==> config.mk <==
export PLATFORM = sky130hd
export DESIGN_NAME = interrupt_ack_controller_flat
export DESIGN_NICKNAME = d
export VERILOG_FILES = /design/src/rtl/interrupt_ack_controller_pkg.sv /design/src/rtl/interrupt_ack_controller_if.sv /design/src/rtl/interrupt_ack_controller_encoder.sv /design/src/rtl/interrupt_ack_controller.sv /design/src/flat_wrapper.sv
export SDC_FILE = /design/constraint.sdc
export NUM_CORES = 1
export LEC_CHECK = 0
export CORE_ASPECT_RATIO = 0.7
export CORE_MARGIN = 2
export CORE_UTILIZATION = 40
export CTS_BUF_LIST = sky130_fd_sc_hd__clkbuf_16
export DETAILED_ROUTE_END_ITERATION = 10
export GPL_TIMING_DRIVEN = 0
export HOLD_SLACK_MARGIN = 0.1
export PLACE_DENSITY = 0.71
export SLEW_MARGIN = 15
export SYNTH_ARGS = -nofsm -noshare
export SYNTH_HDL_FRONTEND = slang
export SYNTH_SLANG_ARGS = --single-unit
export TNS_END_PERCENT = 20
==> constraint.sdc <==
create_clock -name clk -period 4.3 [get_ports clk]
set_input_delay 0.645 -clock clk [delete_from_list [all_inputs] [get_ports clk]]
set_output_delay 0.645 -clock clk [all_outputs]
set_load 0.05 [all_outputs]
==> src/rtl/interrupt_ack_controller_pkg.sv <==
// Shared types and helpers for the interrupt acknowledge controller.
package irq_pkg;

  typedef enum logic [1:0] {
    ST_IDLE,
    ST_REQ,
    ST_SERVICE
  } irq_ack_state_t;

  // A single line still needs a one-bit vector.
  function automatic int vec_width(input int num_irq);
    return (num_irq <= 1) ? 1 : $clog2(num_irq);
  endfunction

endpackage

==> src/rtl/interrupt_ack_controller_if.sv <==
// CPU/pending-logic signal bundle for the interrupt acknowledge controller.
interface interrupt_ack_controller_if
  import irq_pkg::*;
#(
  parameter int NUM_IRQ = 3
);
  localparam int VEC_W = vec_width(NUM_IRQ);

  logic [NUM_IRQ-1:0] irq_pending;
  logic [NUM_IRQ-1:0] irq_mask;
  logic               cpu_ack;
  logic               cpu_eoi;
  logic               err_clr;
  logic               cpu_irq;
  logic [VEC_W-1:0]   irq_vector;
  logic [NUM_IRQ-1:0] irq_clear;
  logic               in_service;
  logic               timeout_err;

  modport master (
    output irq_pending, irq_mask, cpu_ack, cpu_eoi, err_clr,
    input  cpu_irq, irq_vector, irq_clear, in_service, timeout_err
  );

  modport slave (
    input  irq_pending, irq_mask, cpu_ack, cpu_eoi, err_clr,
    output cpu_irq, irq_vector, irq_clear, in_service, timeout_err
  );
endinterface

==> src/rtl/interrupt_ack_controller_encoder.sv <==
// Combinational priority encoder: lowest set index wins.
module irq_priority_encoder #(
  parameter int N = 3,
  parameter int W = 2
) (
  input  logic [N-1:0] req,
  output logic         valid,
  output logic [W-1:0] idx
);
  always_comb begin
    valid = |req;
    idx   = '0;
    // Scan downward so the lowest set index is written last.
    for (int i = N - 1; i >= 0; i--) begin
      if (req[i]) idx = W'(i);
    end
  end
endmodule

==> src/rtl/interrupt_ack_controller.sv <==
// Interrupt presentation/acknowledge FSM with ack timeout and clear pulse.
module interrupt_ack_controller
  import irq_pkg::*;
#(
  parameter int NUM_IRQ     = 3,
  parameter int ACK_TIMEOUT = 16
) (
  input  logic clk,
  input  logic rst_n,
  interrupt_ack_controller_if.slave bus
);
  localparam int VEC_W = vec_width(NUM_IRQ);

  irq_ack_state_t     state;
  logic [7:0]         wait_cnt;
  logic [NUM_IRQ-1:0] eligible;
  logic               win_valid;
  logic [VEC_W-1:0]   win_idx;
  logic               latched_ok;

  assign eligible   = bus.irq_pending & ~bus.irq_mask;
  assign latched_ok = eligible[bus.irq_vector];

  irq_priority_encoder #(
    .N (NUM_IRQ),
    .W (VEC_W)
  ) u_enc (
    .req   (eligible),
    .valid (win_valid),
    .idx   (win_idx)
  );

  always_ff @(posedge clk or negedge rst_n) begin
    if (!rst_n) begin
      state           <= ST_IDLE;
      wait_cnt        <= '0;
      bus.cpu_irq     <= 1'b0;
      bus.irq_vector  <= '0;
      bus.irq_clear   <= '0;
      bus.in_service  <= 1'b0;
      bus.timeout_err <= 1'b0;
    end else begin
      bus.irq_clear <= '0;
      // A timeout set later in this block overrides the clear.
      if (bus.err_clr) bus.timeout_err <= 1'b0;

      case (state)
        ST_IDLE: begin
          if (win_valid) begin
            bus.irq_vector <= win_idx;
            bus.cpu_irq    <= 1'b1;
            wait_cnt       <= '0;
            state          <= ST_REQ;
          end
        end
        ST_REQ: begin
          if (bus.cpu_ack) begin
            bus.irq_clear  <= NUM_IRQ'(1) << bus.irq_vector;
            bus.cpu_irq    <= 1'b0;
            bus.in_service <= 1'b1;
            state          <= ST_SERVICE;
          end else if (wait_cnt == 8'(ACK_TIMEOUT - 1)) begin
            bus.timeout_err <= 1'b1;
            bus.cpu_irq     <= 1'b0;
            state           <= ST_IDLE;
          end else if (!latched_ok) begin
            bus.cpu_irq <= 1'b0;
            state       <= ST_IDLE;
          end else begin
            wait_cnt <= wait_cnt + 8'd1;
          end
        end
        ST_SERVICE: begin
          if (bus.cpu_eoi) begin
            bus.in_service <= 1'b0;
            state          <= ST_IDLE;
          end
        end
        default: begin
          bus.cpu_irq    <= 1'b0;
          bus.in_service <= 1'b0;
          state          <= ST_IDLE;
        end
      endcase
    end
  end
endmodule

==> src/flat_wrapper.sv <==
// flat-port wrapper written by rule: the top's interface ports become plain ports
module interrupt_ack_controller_flat import irq_pkg::*;
#(
  parameter int NUM_IRQ     = 3,
  parameter int ACK_TIMEOUT = 16
)
  (clk, rst_n, bus_irq_pending, bus_irq_mask, bus_cpu_ack, bus_cpu_eoi, bus_err_clr, bus_cpu_irq, bus_irq_vector, bus_irq_clear, bus_in_service, bus_timeout_err);
  interrupt_ack_controller_if #(.NUM_IRQ(NUM_IRQ)) bus_i ();
  input  logic clk;
  input  logic rst_n;
  input wire logic [$bits(bus_i.irq_pending)-1:0] bus_irq_pending;
  input wire logic [$bits(bus_i.irq_mask)-1:0] bus_irq_mask;
  input wire logic [$bits(bus_i.cpu_ack)-1:0] bus_cpu_ack;
  input wire logic [$bits(bus_i.cpu_eoi)-1:0] bus_cpu_eoi;
  input wire logic [$bits(bus_i.err_clr)-1:0] bus_err_clr;
  output wire logic [$bits(bus_i.cpu_irq)-1:0] bus_cpu_irq;
  output wire logic [$bits(bus_i.irq_vector)-1:0] bus_irq_vector;
  output wire logic [$bits(bus_i.irq_clear)-1:0] bus_irq_clear;
  output wire logic [$bits(bus_i.in_service)-1:0] bus_in_service;
  output wire logic [$bits(bus_i.timeout_err)-1:0] bus_timeout_err;
  assign bus_i.irq_pending = bus_irq_pending;
  assign bus_i.irq_mask = bus_irq_mask;
  assign bus_i.cpu_ack = bus_cpu_ack;
  assign bus_i.cpu_eoi = bus_cpu_eoi;
  assign bus_i.err_clr = bus_err_clr;
  assign bus_cpu_irq = bus_i.cpu_irq;
  assign bus_irq_vector = bus_i.irq_vector;
  assign bus_irq_clear = bus_i.irq_clear;
  assign bus_in_service = bus_i.in_service;
  assign bus_timeout_err = bus_i.timeout_err;
  interrupt_ack_controller #(.NUM_IRQ(NUM_IRQ), .ACK_TIMEOUT(ACK_TIMEOUT)) u_core (.clk(clk), .rst_n(rst_n), .bus(bus_i));
endmodule
Yosys cells after proc, flatten, opt, wreduce, memory -nomap -nowiden
Index checks and enable logic that the tools add are counted.
{"block": "classes", "addsub": 1, "order_cmp": 1, "n_eq_ne": 10, "n_shift": 1, "n_mux": 30, "n_bitwise": 4, "reduce_logical": 8}
{"cell": "$mux W8", "n": 4}
{"cell": "$mux W2", "n": 8}
{"cell": "$pmux W8 S2", "n": 1}
{"cell": "$mux W1", "n": 11}
{"cell": "$ne A2 B2 Y1 const B", "n": 5}
{"cell": "$reduce_and A3 Y1", "n": 3}
{"cell": "$add A8 B1 Y8 const B", "n": 1}
{"cell": "$eq A8 B4 Y1 const B", "n": 1}
{"cell": "$mux W3", "n": 2}
{"cell": "$pmux W1 S3", "n": 2}
{"cell": "$pmux W2 S3", "n": 1}
{"cell": "$reduce_and A5 Y1", "n": 1}
{"cell": "$ne A4 B4 Y1 const B", "n": 1}
{"cell": "$and A3 B3 Y3", "n": 1}
{"cell": "$lt A2 B3 Y1 const B", "n": 1}
{"cell": "$not A3 Y3", "n": 1}
{"cell": "$reduce_or A3 Y1", "n": 1}
{"cell": "$shl A1 B2 Y3 const A", "n": 1}
{"cell": "$bmux W1 S2", "n": 1}
{"cell": "$eq A2 B1 Y1 const B", "n": 1}
{"cell": "$eq A2 B2 Y1 const B", "n": 1}
{"cell": "$logic_not A2 Y1", "n": 1}
{"cell": "$ne A2 B1 Y1 const B", "n": 1}
{"cell": "$not A1 Y1", "n": 2}
{"cell": "2 further kinds", "n": 2}
{"block": "totals", "register_bits": 18, "output_inout_bits": 8, "elab_cells": 62}

Logic depth before layout (Yosys ltp)
{"block": "logic_depth", "word_depth": 8, "depth_mapped": 5, "depth_no_buf": 5}

Hierarchy
A second synthesis with hierarchy kept.
{"block": "hier_totals", "hier_cells": 91, "hier_area_um2": 1021.0}
{"mod": "interrupt_ack_controller", "n_inst": 1, "cells_per_inst": 88, "area_each_um2": 1001.0}
{"mod": "irq_priority_encoder", "n_inst": 1, "cells_per_inst": 3, "area_each_um2": 20.0}

Least setup slack after synthesis
OpenSTA, ideal clock, no wires.
{"block": "synth_timing", "kind": "register to register", "startpoint": "reg u_core.wait_cnt[0]", "endpoint": "reg u_core.wait_cnt[3]", "setup_ps": 134, "arrival_ps": 1580, "t_required_ps": 4166, "slack_ps": 2585, "stages_incl_launch_ff": 6, "n_path_buf": 0, "synth_period_minus_slack_ps": 1715, "cell_sequence": "dfrtp_1 > ha_1 > or4b_4 > o31a_4 > a41oi_2 > a31oi_1"}
{"block": "synth_via", "elab_chain_cells": 5}
{"item": "from (decl)", "line": "interrupt_ack_controller.sv:15", "rtl": "logic [7:0] wait_cnt;"}
{"item": "from (signal assigned)", "line": "interrupt_ack_controller.sv:70", "rtl": "wait_cnt <= wait_cnt + 8'd1;"}
{"item": "$add A8 B1 Y8", "line": "interrupt_ack_controller.sv:70"}
{"item": "$mux W8", "line": "interrupt_ack_controller.sv:66", "rtl": "end else if (!latched_ok) begin"}
{"item": "$mux W8", "line": "interrupt_ack_controller.sv:62", "rtl": "end else if (wait_cnt == 8'(ACK_TIMEOUT - 1)) begin"}
{"item": "$mux W8", "line": "interrupt_ack_controller.sv:57", "rtl": "if (bus.cpu_ack) begin"}
{"item": "$pmux W8 S2", "line": "interrupt_ack_controller.sv:47", "rtl": "case (state)"}
Parallel ways exist; a longest one is shown, timed or not. The select of a mux whose other input is x is not followed.
A chain may end at the register's enable or synchronous reset.

Worst setup path after layout
{"block": "layout_timing", "startpoint": "reg u_core.bus.irq_vector[0]", "endpoint": "out bus_irq_vector[0]"}
{"item": "from (decl)", "line": "interrupt_ack_controller_if.sv:27", "rtl": "output cpu_irq, irq_vector, irq_clear, in_service, timeout_err"}
{"item": "from (signal assigned)", "line": "interrupt_ack_controller.sv:50", "rtl": "bus.irq_vector <= win_idx;"}
{"item": "to (decl)", "line": "flat_wrapper.sv:17", "rtl": "output wire logic [$bits(bus_i.irq_vector)-1:0] bus_irq_vector;"}
No word-level cell between the ends.

==> flow_metrics.tcl <==
set metrics [dict create \
    status "completed" \
    syn_to_final_growth_pct 30.24 \
    grt_pass1_wl_um 3919 \
    cts_buffers 3 \
    yosysSeqAreaShare_pct 45.17 \
    core_um2 2421 \
    fin_cells 155 \
    wl_um 2189 \
    tns_ns 0 \
    worstSetupStartpointType "flop" \
    cp_max_fo 8 \
    setup_violations 0 \
    drt-vias-per-instance 5.581 \
    track_usage_pct 18.19 \
    synth_area_leaders "dfrtp_1 (45%), a31oi_1 (5.6%), o31ai_4 (4.3%)" \
    drt_first_pass_iters 4 \
    crit_arrival_ns 1.57 \
    dieHeight_um 45.78 \
    antenna_found_initial 0 \
    syn_inst 99 \
    synth_top_area_share_pct 45.17 \
    synth_seq_cells 18 \
    wl_per_cell_um 14.12 \
    grt-busiest-layer "met2" \
    gr-total-overflow 0 \
    worst_pin_slew_ns 0.8079 \
    layout_common_cells "clkdlybuf4s50_1 (18), dfrtp_1 (18), nand2_1 (10)" \
    grt_use_met2_pct 27.37 \
    yosys.area.top_type "dfrtp_1" \
    cts_root_buf "clkbuf_16" \
    post-cts-setup-buffers 0 \
    io_pins 19 \
    vdd_ir_drop_max_mv 0.3878 \
    clkSinkCount 18 \
    drive_above_1_share_pct 11.57 \
    rrSetupSlack_ns 2.37 \
    globalplace.congestion 0.8503 \
    grt_use_met1_pct 24.84 \
    tritoncts "built" \
    maxCapViolCount 0 \
    cp-end-kind "output pin" \
    start_util_pct 41.19 \
    crit_buf_inv 1 \
    p_leak_nw 0.5158 \
    path_delay_family "buffers and inverters" \
    clk_path_buf_depth 2 \
    diodes 0 \
    fmaxAchievable_mhz 450.6 \
    crit_slowest_cell "clkdlybuf4s50_1" \
    layout.nets 134 \
    rsz0062_at_grt "false" \
    power.density_nw_per_um2 601.8 \
    slew_violations 0 \
    route.detailed.drc 0 \
    finalHoldViolCount 0 \
    cp_cell_sequence "clkdlybuf4s50_1" \
    syn-num-nets 111 \
    final_util_pct 53.64 \
    grt_max_degree 19 \
    clkTransAtPathRegs_ns 0.05 \
    synth_area_um2 997.2 \
    min_period_ns 2.220 \
    clock_latency_ns 0.25 \
    route.vias.total 865 \
    synth_cell_types 37 \
    slowest_delay_ns 0.85 \
    htreeDepth 1 \
    ys_warn_count 0 \
    crit_type "reg2out" \
    cts_resized 0 \
    fp.dieW_um 63.68 \
    syn_area_per_cell_um2 10.07 \
    drt-initial-drc-count 30 \
    skew_ns 0.002607 \
    ant_nets 0 \
    min_path_type "reg2reg" \
    gr-usage-met3_pct 5.941 \
    rows 15 \
    port-buffer-count 18 \
    post-route-period-util_pct 51.62 \
    critPathRequiredTime_ns 3.65 \
    dpl.hpwl_um 1573 \
    fp.dieArea_um2 2915 \
    max-slew-margin-rel_pct 45.97 \
    post-place-cells 151 \
    grt_pass1_vias 818 \
    cts_hold_buf 0 \
]
[metal layers]
metal  share of wire, %  routed length, µm
met1                 51               1116
met2                 42                929
met3                4.8                106
met4                1.6                 36
met5                  0                  0
[stage by stage]
step / cell area, µm² / hold slack [ns] / total power, W / setup WS (ns)
2_1_floorplan: 997.2 / 0.3494 / 0.0004903 / 2.585
3_3_place_gp: 1220 / 0.4743 / 0.0005899 / 1.996
3_5_place_dp: 1220 / 0.4963 / 0.0005957 / 1.983
4_1_cts: 1299 / 0.5077 / 0.0007874 / 2.085
5_1_grt: 1299 / 0.5378 / 0.0008358 / 2.019
6_report: 1299 / 0.5004 / 0.0007816 / 2.081
[where the power goes]
| group | switching (W) | internal (W) | total (W) |
|---|---|---|---|
| clock network | 0.0000631 | 0.000124 | 0.000187 |
| logic | 0.000212 | 0.000126 | 0.000338 |
| registers | 0.0000482 | 0.000208 | 0.000257 |
| total | 0.000323 | 0.000459 | 0.000782 |
[flip-flops by register name (all words and copies together) (netlist names)]
register and flops:
u_core.wait_cnt 8, u_core.bus.irq_clear 3, u_core.bus.timeout_err 1, u_core.bus.cpu_irq 1
u_core.bus.irq_vector 2, u_core.bus.in_service 1, u_core.state 2
[cell families after synthesis]
logic type / after synthesis / synth area share (%)
flip-flops: 18 / 45.17
AND/OR/NAND/NOR: 41 / 24.09
buffers and inverters: 7 / 2.886
adder cells (fa/ha/maj): 1 / 1.255
XOR/XNOR: 1 / 0.8785
AO/OA/AOI/OAI: 31 / 25.72
[area by class of cell]
cell class	instances	area, µm²
timing repair buffer	18	180.2
clock buffer	3	75.07
tap	34	42.54
clock inverter	1	3.754
multi-input combinational	74	518.0
buffer	2	10.01
sequential	18	450.4
fill	218	1122
inverter	5	18.77
[path summary, 6_finish.rpt]
kind,start,cells after the start,endpoint
worst max-delay path,u_core.bus.irq_vector[0],1,bus_irq_vector[0]
worst min-delay path,u_core.bus.timeout_err,1,u_core.bus.timeout_err
worst max register to register,u_core.wait_cnt[1],5,u_core.state[0]
worst min register to register,u_core.bus.timeout_err,1,u_core.bus.timeout_err
max in group asynchronous,rst_n,1,u_core.wait_cnt[1]
min in group asynchronous,rst_n,1,u_core.wait_cnt[4]
[cells in the mapped netlist, drive strengths merged]
cell,number
a21bo,1
a21boi,1
a21oi,3
a2bb2oi,1
a31oi,9
a32o,1
a41oi,1
and2,1
buf,2
dfrtp,18
ha,1
inv,5
nand2,11
nand2b,1
nand3,3
nand4,1
nand4b,1
nor2,4
nor2b,4
nor3,6
nor3b,2
nor4b,2
nor4bb,2
o211ai,4
o21a,1
o21ai,5
o22ai,1
o31a,1
o31ai,2
or2,1
or3,1
or4b,1
xnor2,1
(Power assumes the default switching activity.)
